File: config.mk
export PLATFORM = sky130hd
export DESIGN_NAME = tlb_op_ctrl
export DESIGN_NICKNAME = d
export VERILOG_FILES = /design/src/rtl/tlb_op_ctrl_pkg.sv /design/src/rtl/tlb_random.sv /design/src/rtl/tlb_op_ctrl.sv
export SDC_FILE = /design/constraint.sdc
export NUM_CORES = 1
export LEC_CHECK = 0
export ABC_CLOCK_PERIOD_IN_PS = 5000
export CAP_MARGIN = 5
export CORE_ASPECT_RATIO = 0.75
export CORE_UTILIZATION = 40
export DETAILED_ROUTE_END_ITERATION = 10
export PLACE_DENSITY = 0.93
export SLEW_MARGIN = 20
export SYNTH_ARGS = -nofsm -noshare
export SYNTH_HDL_FRONTEND = slang
export SYNTH_SLANG_ARGS = --single-unit
File: constraint.sdc
create_clock -name clk -period 5 [get_ports clk]
set_clock_uncertainty 0.1 [all_clocks]
set_input_delay 0.5 -clock clk [delete_from_list [all_inputs] [get_ports clk]]
set_output_delay 0.5 -clock clk [all_outputs]
set_load 0.05 [all_outputs]
File: src/rtl/tlb_op_ctrl_pkg.sv
// Shared TLB geometry, maintenance-op encodings and sequencer state encodings
// for the TLB maintenance sequencer.
package tlb_op_ctrl_pkg;

    localparam int TLB_ENTRIES = 32;
    localparam int TLB_IDXBITS = 5;

    // EntryHi / EntryLo field positions, kept next to the TLB geometry.
    localparam int ENTRYHI_VPN2_LSB = 13;
    localparam int ENTRYHI_ASID_MSB = 7;
    localparam int ENTRYLO_PFN_LSB  = 6;

    typedef enum logic [1:0] {
        TLBOP_P  = 2'b00,
        TLBOP_R  = 2'b01,
        TLBOP_WI = 2'b10,
        TLBOP_WR = 2'b11
    } tlb_op_e;

    typedef enum logic [2:0] {
        ST_IDLE   = 3'd0,
        ST_PROBE  = 3'd1,
        ST_READ   = 3'd2,
        ST_WRITE  = 3'd3,
        ST_SETTLE = 3'd4,
        ST_DONE   = 3'd5
    } tlb_state_e;

    function automatic logic op_is_write(input tlb_op_e op);
        return op == TLBOP_WI || op == TLBOP_WR;
    endfunction

endpackage

File: src/rtl/tlb_random.sv
// CP0 Random register: counts down from ENTRIES-1 and wraps back at Wired or 0.
module tlb_random
    import tlb_op_ctrl_pkg::*;
#(
    parameter int ENTRIES = TLB_ENTRIES,
    parameter int IDXBITS = TLB_IDXBITS
) (
    input  logic               clk,
    input  logic               resetn,
    input  logic [IDXBITS-1:0] wired,
    input  logic               wired_we,
    input  logic               step,
    output logic [IDXBITS-1:0] random
);

    localparam logic [IDXBITS-1:0] TOP = IDXBITS'(ENTRIES - 1);

    // A Wired value of ENTRIES-1 makes every step wrap, so Random parks at TOP.
    always_ff @(posedge clk or negedge resetn) begin
        if (!resetn) begin
            random <= TOP;
        end else if (wired_we) begin
            random <= TOP;
        end else if (step) begin
            if (random == wired || random == '0)
                random <= TOP;
            else
                random <= random - IDXBITS'(1);
        end
    end

endmodule

File: src/rtl/tlb_op_ctrl.sv
// Sequences TLBP/TLBR/TLBWI/TLBWR against the shared TLB array, captures the
// results for CP0 and stalls lookups while a write settles.
//
// state  | meaning
// IDLE   | ready for a new operation
// PROBE  | capture probe result
// READ   | index driven, capture read data
// WRITE  | one-cycle write strobe
// SETTLE | written entry propagating, lookups still held
// DONE   | completion pulse with CP0 write enables
module tlb_op_ctrl
    import tlb_op_ctrl_pkg::*;
#(
    parameter int ENTRIES = TLB_ENTRIES,
    parameter int IDXBITS = TLB_IDXBITS
) (
    input  logic               clk,
    input  logic               resetn,
    input  logic               op_valid,
    output logic               op_ready,
    input  logic [1:0]         op,
    input  logic [31:0]        cp0_index,
    input  logic [IDXBITS-1:0] cp0_wired,
    input  logic               wired_we,
    input  logic               random_step,
    output logic [IDXBITS-1:0] random,
    output logic               tlb_write,
    output logic [IDXBITS-1:0] tlb_idx,
    input  logic [31:0]        tlb_probe_index,
    input  logic [31:0]        tlb_read_hi,
    input  logic [31:0]        tlb_read_lo0,
    input  logic [31:0]        tlb_read_lo1,
    input  logic [11:0]        tlb_read_mask,
    output logic               done,
    output logic               res_we_index,
    output logic               res_we_entry,
    output logic [31:0]        res_index,
    output logic [31:0]        res_hi,
    output logic [31:0]        res_lo0,
    output logic [31:0]        res_lo1,
    output logic [11:0]        res_mask,
    output logic               lookup_hold
);

    tlb_state_e         state;
    tlb_op_e            op_q;
    logic [IDXBITS-1:0] idx_q;
    tlb_op_e            op_in;

    logic unused_index_bits;
    assign unused_index_bits = ^cp0_index[31:IDXBITS];

    assign op_in   = tlb_op_e'(op);
    assign tlb_idx = idx_q;

    tlb_random #(
        .ENTRIES (ENTRIES),
        .IDXBITS (IDXBITS)
    ) u_random (
        .clk      (clk),
        .resetn   (resetn),
        .wired    (cp0_wired),
        .wired_we (wired_we),
        .step     (random_step),
        .random   (random)
    );

    // Outputs are registered alongside the state they decode, so they change
    // only at state transitions and clear asynchronously with reset.
    always_ff @(posedge clk or negedge resetn) begin
        if (!resetn) begin
            state        <= ST_IDLE;
            op_q         <= TLBOP_P;
            idx_q        <= '0;
            op_ready     <= 1'b1;
            tlb_write    <= 1'b0;
            lookup_hold  <= 1'b0;
            done         <= 1'b0;
            res_we_index <= 1'b0;
            res_we_entry <= 1'b0;
            res_index    <= '0;
            res_hi       <= '0;
            res_lo0      <= '0;
            res_lo1      <= '0;
            res_mask     <= '0;
        end else begin
            case (state)
                ST_IDLE: begin
                    if (op_valid) begin
                        op_q     <= op_in;
                        op_ready <= 1'b0;
                        case (op_in)
                            TLBOP_P: state <= ST_PROBE;
                            TLBOP_R: begin
                                state <= ST_READ;
                                idx_q <= cp0_index[IDXBITS-1:0];
                            end
                            TLBOP_WI: begin
                                state <= ST_WRITE;
                                idx_q <= cp0_index[IDXBITS-1:0];
                            end
                            TLBOP_WR: begin
                                state <= ST_WRITE;
                                idx_q <= random;
                            end
                        endcase
                        if (op_is_write(op_in)) begin
                            tlb_write   <= 1'b1;
                            lookup_hold <= 1'b1;
                        end
                    end
                end
                ST_PROBE: begin
                    res_index    <= tlb_probe_index;
                    res_we_index <= (op_q == TLBOP_P);
                    done         <= 1'b1;
                    state        <= ST_DONE;
                end
                ST_READ: begin
                    res_hi       <= tlb_read_hi;
                    res_lo0      <= tlb_read_lo0;
                    res_lo1      <= tlb_read_lo1;
                    res_mask     <= tlb_read_mask;
                    res_we_entry <= (op_q == TLBOP_R);
                    done         <= 1'b1;
                    state        <= ST_DONE;
                end
                ST_WRITE: begin
                    tlb_write <= 1'b0;
                    state     <= ST_SETTLE;
                end
                ST_SETTLE: begin
                    lookup_hold <= 1'b0;
                    done        <= 1'b1;
                    state       <= ST_DONE;
                end
                ST_DONE: begin
                    done         <= 1'b0;
                    res_we_index <= 1'b0;
                    res_we_entry <= 1'b0;
                    op_ready     <= 1'b1;
                    state        <= ST_IDLE;
                end
                default: begin
                    state        <= ST_IDLE;
                    op_ready     <= 1'b1;
                    tlb_write    <= 1'b0;
                    lookup_hold  <= 1'b0;
                    done         <= 1'b0;
                    res_we_index <= 1'b0;
                    res_we_entry <= 1'b0;
                end
            endcase
        end
    end

endmodule

==> metrics <==
first-pass GRT wire length 26100 um; RSZ-0062 raised after global routing no; initial antenna violation count 0; Synth area leaders dfrtp_1 (61%), mux2_2 (22%), mux2_4 (4.8%); Critical Path, Cell by Cell nor2_2 > and2_4 > buf_4 > mux2_2; Place WS 2.10 ns; FF-to-FF End res_hi[25]; die height 111 um; WP buf/inv 1; leakage dissipation 4.37 nW; Synth Flop Type dfrtp_1; vias in the first global route 4965; WL/cell 17.7 um; Synth top cells by count dfrtp_1 (155), mux2_2 (123), mux2_4 (20); Detail Placement HPWL 12300 um; min-delay src op_ready; Worst Hold End op_ready; crit path kind flip-flop to flip-flop; Pre-Repair DR Iteration Count 4; Vias/cell 4.81; total setup buffers inserted after CTS 0; setup_tns 0 ns; Initial Util 41.2%; Slew @ Worst Pin 1.09 ns; CTS Buffer Depth 2; Synth async-reset ratio 100%; Critical Path RT 5.20 ns; worst-path maximum fanout 73; count of flip-flops with a built-in enable after synthesis 0; crit start category flip-flop; min Tclk post-route 2.89 ns; RD Place Congestion 0.854; clock root cell clkbuf_16; FF-to-FF path depth 4; number of routed nets with antenna violations 0; CP max stage cell and2_4; Max Clk Rate 346 MHz; Final Cycle Share 57.8%; share of cells above drive strength 1 25.9%; Placed Area 9610 um^2; clock transition at the registers of the reported paths 0.07 ns; H-tree depth 4; Residual DRC 0; global route overflow 0; Diodes inserted 0; TritonCTS clock tree built; Max Slew Vio Count 0; register area share after synthesis 63.9%; Slew headroom 27.4%; crit path DAT 3.09 ns; top-level I/O count 340; vias 4490; most frequent cell after synthesis dfrtp_1; Gate Count Post-Synth 400; top cell type's share of synthesized area 61.4%; final instance area 10200 um^2; largest net degree at the start of global routing 74; endpoints failing setup 0; synth unique cells 32; max incr delay on CP 0.88 ns; #FFs+latches synth 161; die area 16300 um^2; YS warnings 0; fin nets 901; mapped cell area 6320 um^2; Global Route Usage Sum 20.7%; Core Box Area 15300 um^2; worst skew pair latency 0.41 ns; CP delay by family, top simple AND/OR/NAND/NOR gates; CTS Buf Count 17; 1st-iter DRT viols 177; area grow syn2layout 61.8%; flop2flop setup slack 2.11 ns; total of max-cap violations 0; I/O Buffers 312; final WL 16500 um; Hold Path Cell Cnt 2; VDD IR-drop max 497 uV; R2R Path Start state[2]; Hold Path Class flip-flop to flip-flop; Hold Fails Final Rpt 0; CP endpoint kind flip-flop; outcome finished, final reports clean; DIE WIDTH 147 um; area leader, netlist dfrtp_1; TritonCTS Sinks 161; syn_nets 585; site row count 39; syn avg cell area 15.8 um^2; pwr dens 800 nW/um^2; worst setup margin 2.11 ns; Hold Slack 0.403 ns
[cells in the final DEF, fill, tap and decap left out, types with 6 or more instances in the layout]
master and n:
clkdlybuf4s50_1 311, dfrtp_1 155, mux2_2 123, mux2_4 20, clkbuf_16 17, a21oi_1 9
nand2_1 9, inv_1 8, nor2_1 8, o21ai_0 6, dfstp_2 6
[timing repair]
item / 4_1_cts / 5_1_grt
endpoints found under the hold margin: 52 / 0
hold buffers: 1 / 0
gates resized for setup: 0 / 0
endpoints found under the setup margin: 0 / 0
[worst register-to-register path: stages, from the launching register on]
cell,delay (ns)
dfrtp_1,0.57
nor2_2,0.25
and2_4,0.88
buf_4,0.55
mux2_2,0.42
[how the worst max path moves through the flow]
stage / from / end / slack (ns) / depth (start not counted)
3_3_place_gp: state[2] / res_hi[17] / 2.25 / 4
6_report: state[2] / res_hi[25] / 2.11 / 4
5_1_grt: state[2] / res_lo1[16] / 1.92 / 4
4_1_cts: state[2] / res_hi[25] / 2.10 / 4
3_5_place_dp: state[2] / res_hi[25] / 2.10 / 4
2_1_floorplan: state[0] / res_hi[0] / 3.27 / 7
[routing by layer]
metal | share of wire [%] | GRT usage [%]
met1 | 39 | 23.3
met2 | 51 | 35.8
met3 | 8.1 | 7.00
met4 | 2.2 | 8.93
met5 | 0 | 0
[state kept, by name, indices dropped and copies added (netlist names)]
| name | count |
|---|---|
| res_mask | 12 |
| res_lo0 | 32 |
| op_q | 2 |
| lookup_hold | 1 |
| state | 3 |
| res_lo1 | 32 |
| done | 1 |
| res_index | 32 |
| op_ready | 1 |
| tlb_idx | 5 |
| res_we_entry | 1 |
| u_random.random | 5 |
| tlb_write | 1 |
| res_hi | 32 |
| res_we_index | 1 |
[stage by stage]
step	total power (W)	util, %	instances
after floorplan	0.00526	-	400
after global placement	0.00677	62.7	901
after detailed placement	0.00690	62.7	901
after CTS	0.00824	66.7	934
after global routing	0.00850	66.7	934
final	0.00817	66.7	934
[where the power goes]
group	internal [W]	switching, W
clock network	0.000752	0.000554
registers	0.00193	0.000380
logic	0.00171	0.00284
total	0.00440	0.00377
[cell families after synthesis]
family	share of synthesized area (%)
compound gates	2.36
xor+xnor	1.25
fa+ha+maj	0.356
buf+inv	2.50
flops	63.9
mux	27.6
simple gates	2.00
[cell type report]
| type | count | area (um^2) |
|---|---|---|
| clock buffer | 17 | 425 |
| clock inverter | 15 | 174 |
| fill | 1056 | 5100 |
| inverter | 8 | 30.0 |
| multi-input combinational | 211 | 2130 |
| sequential | 161 | 4040 |
| tap | 205 | 256 |
| timing repair buffer | 317 | 3160 |
Note: power is estimated with default switching activity, not from simulation.
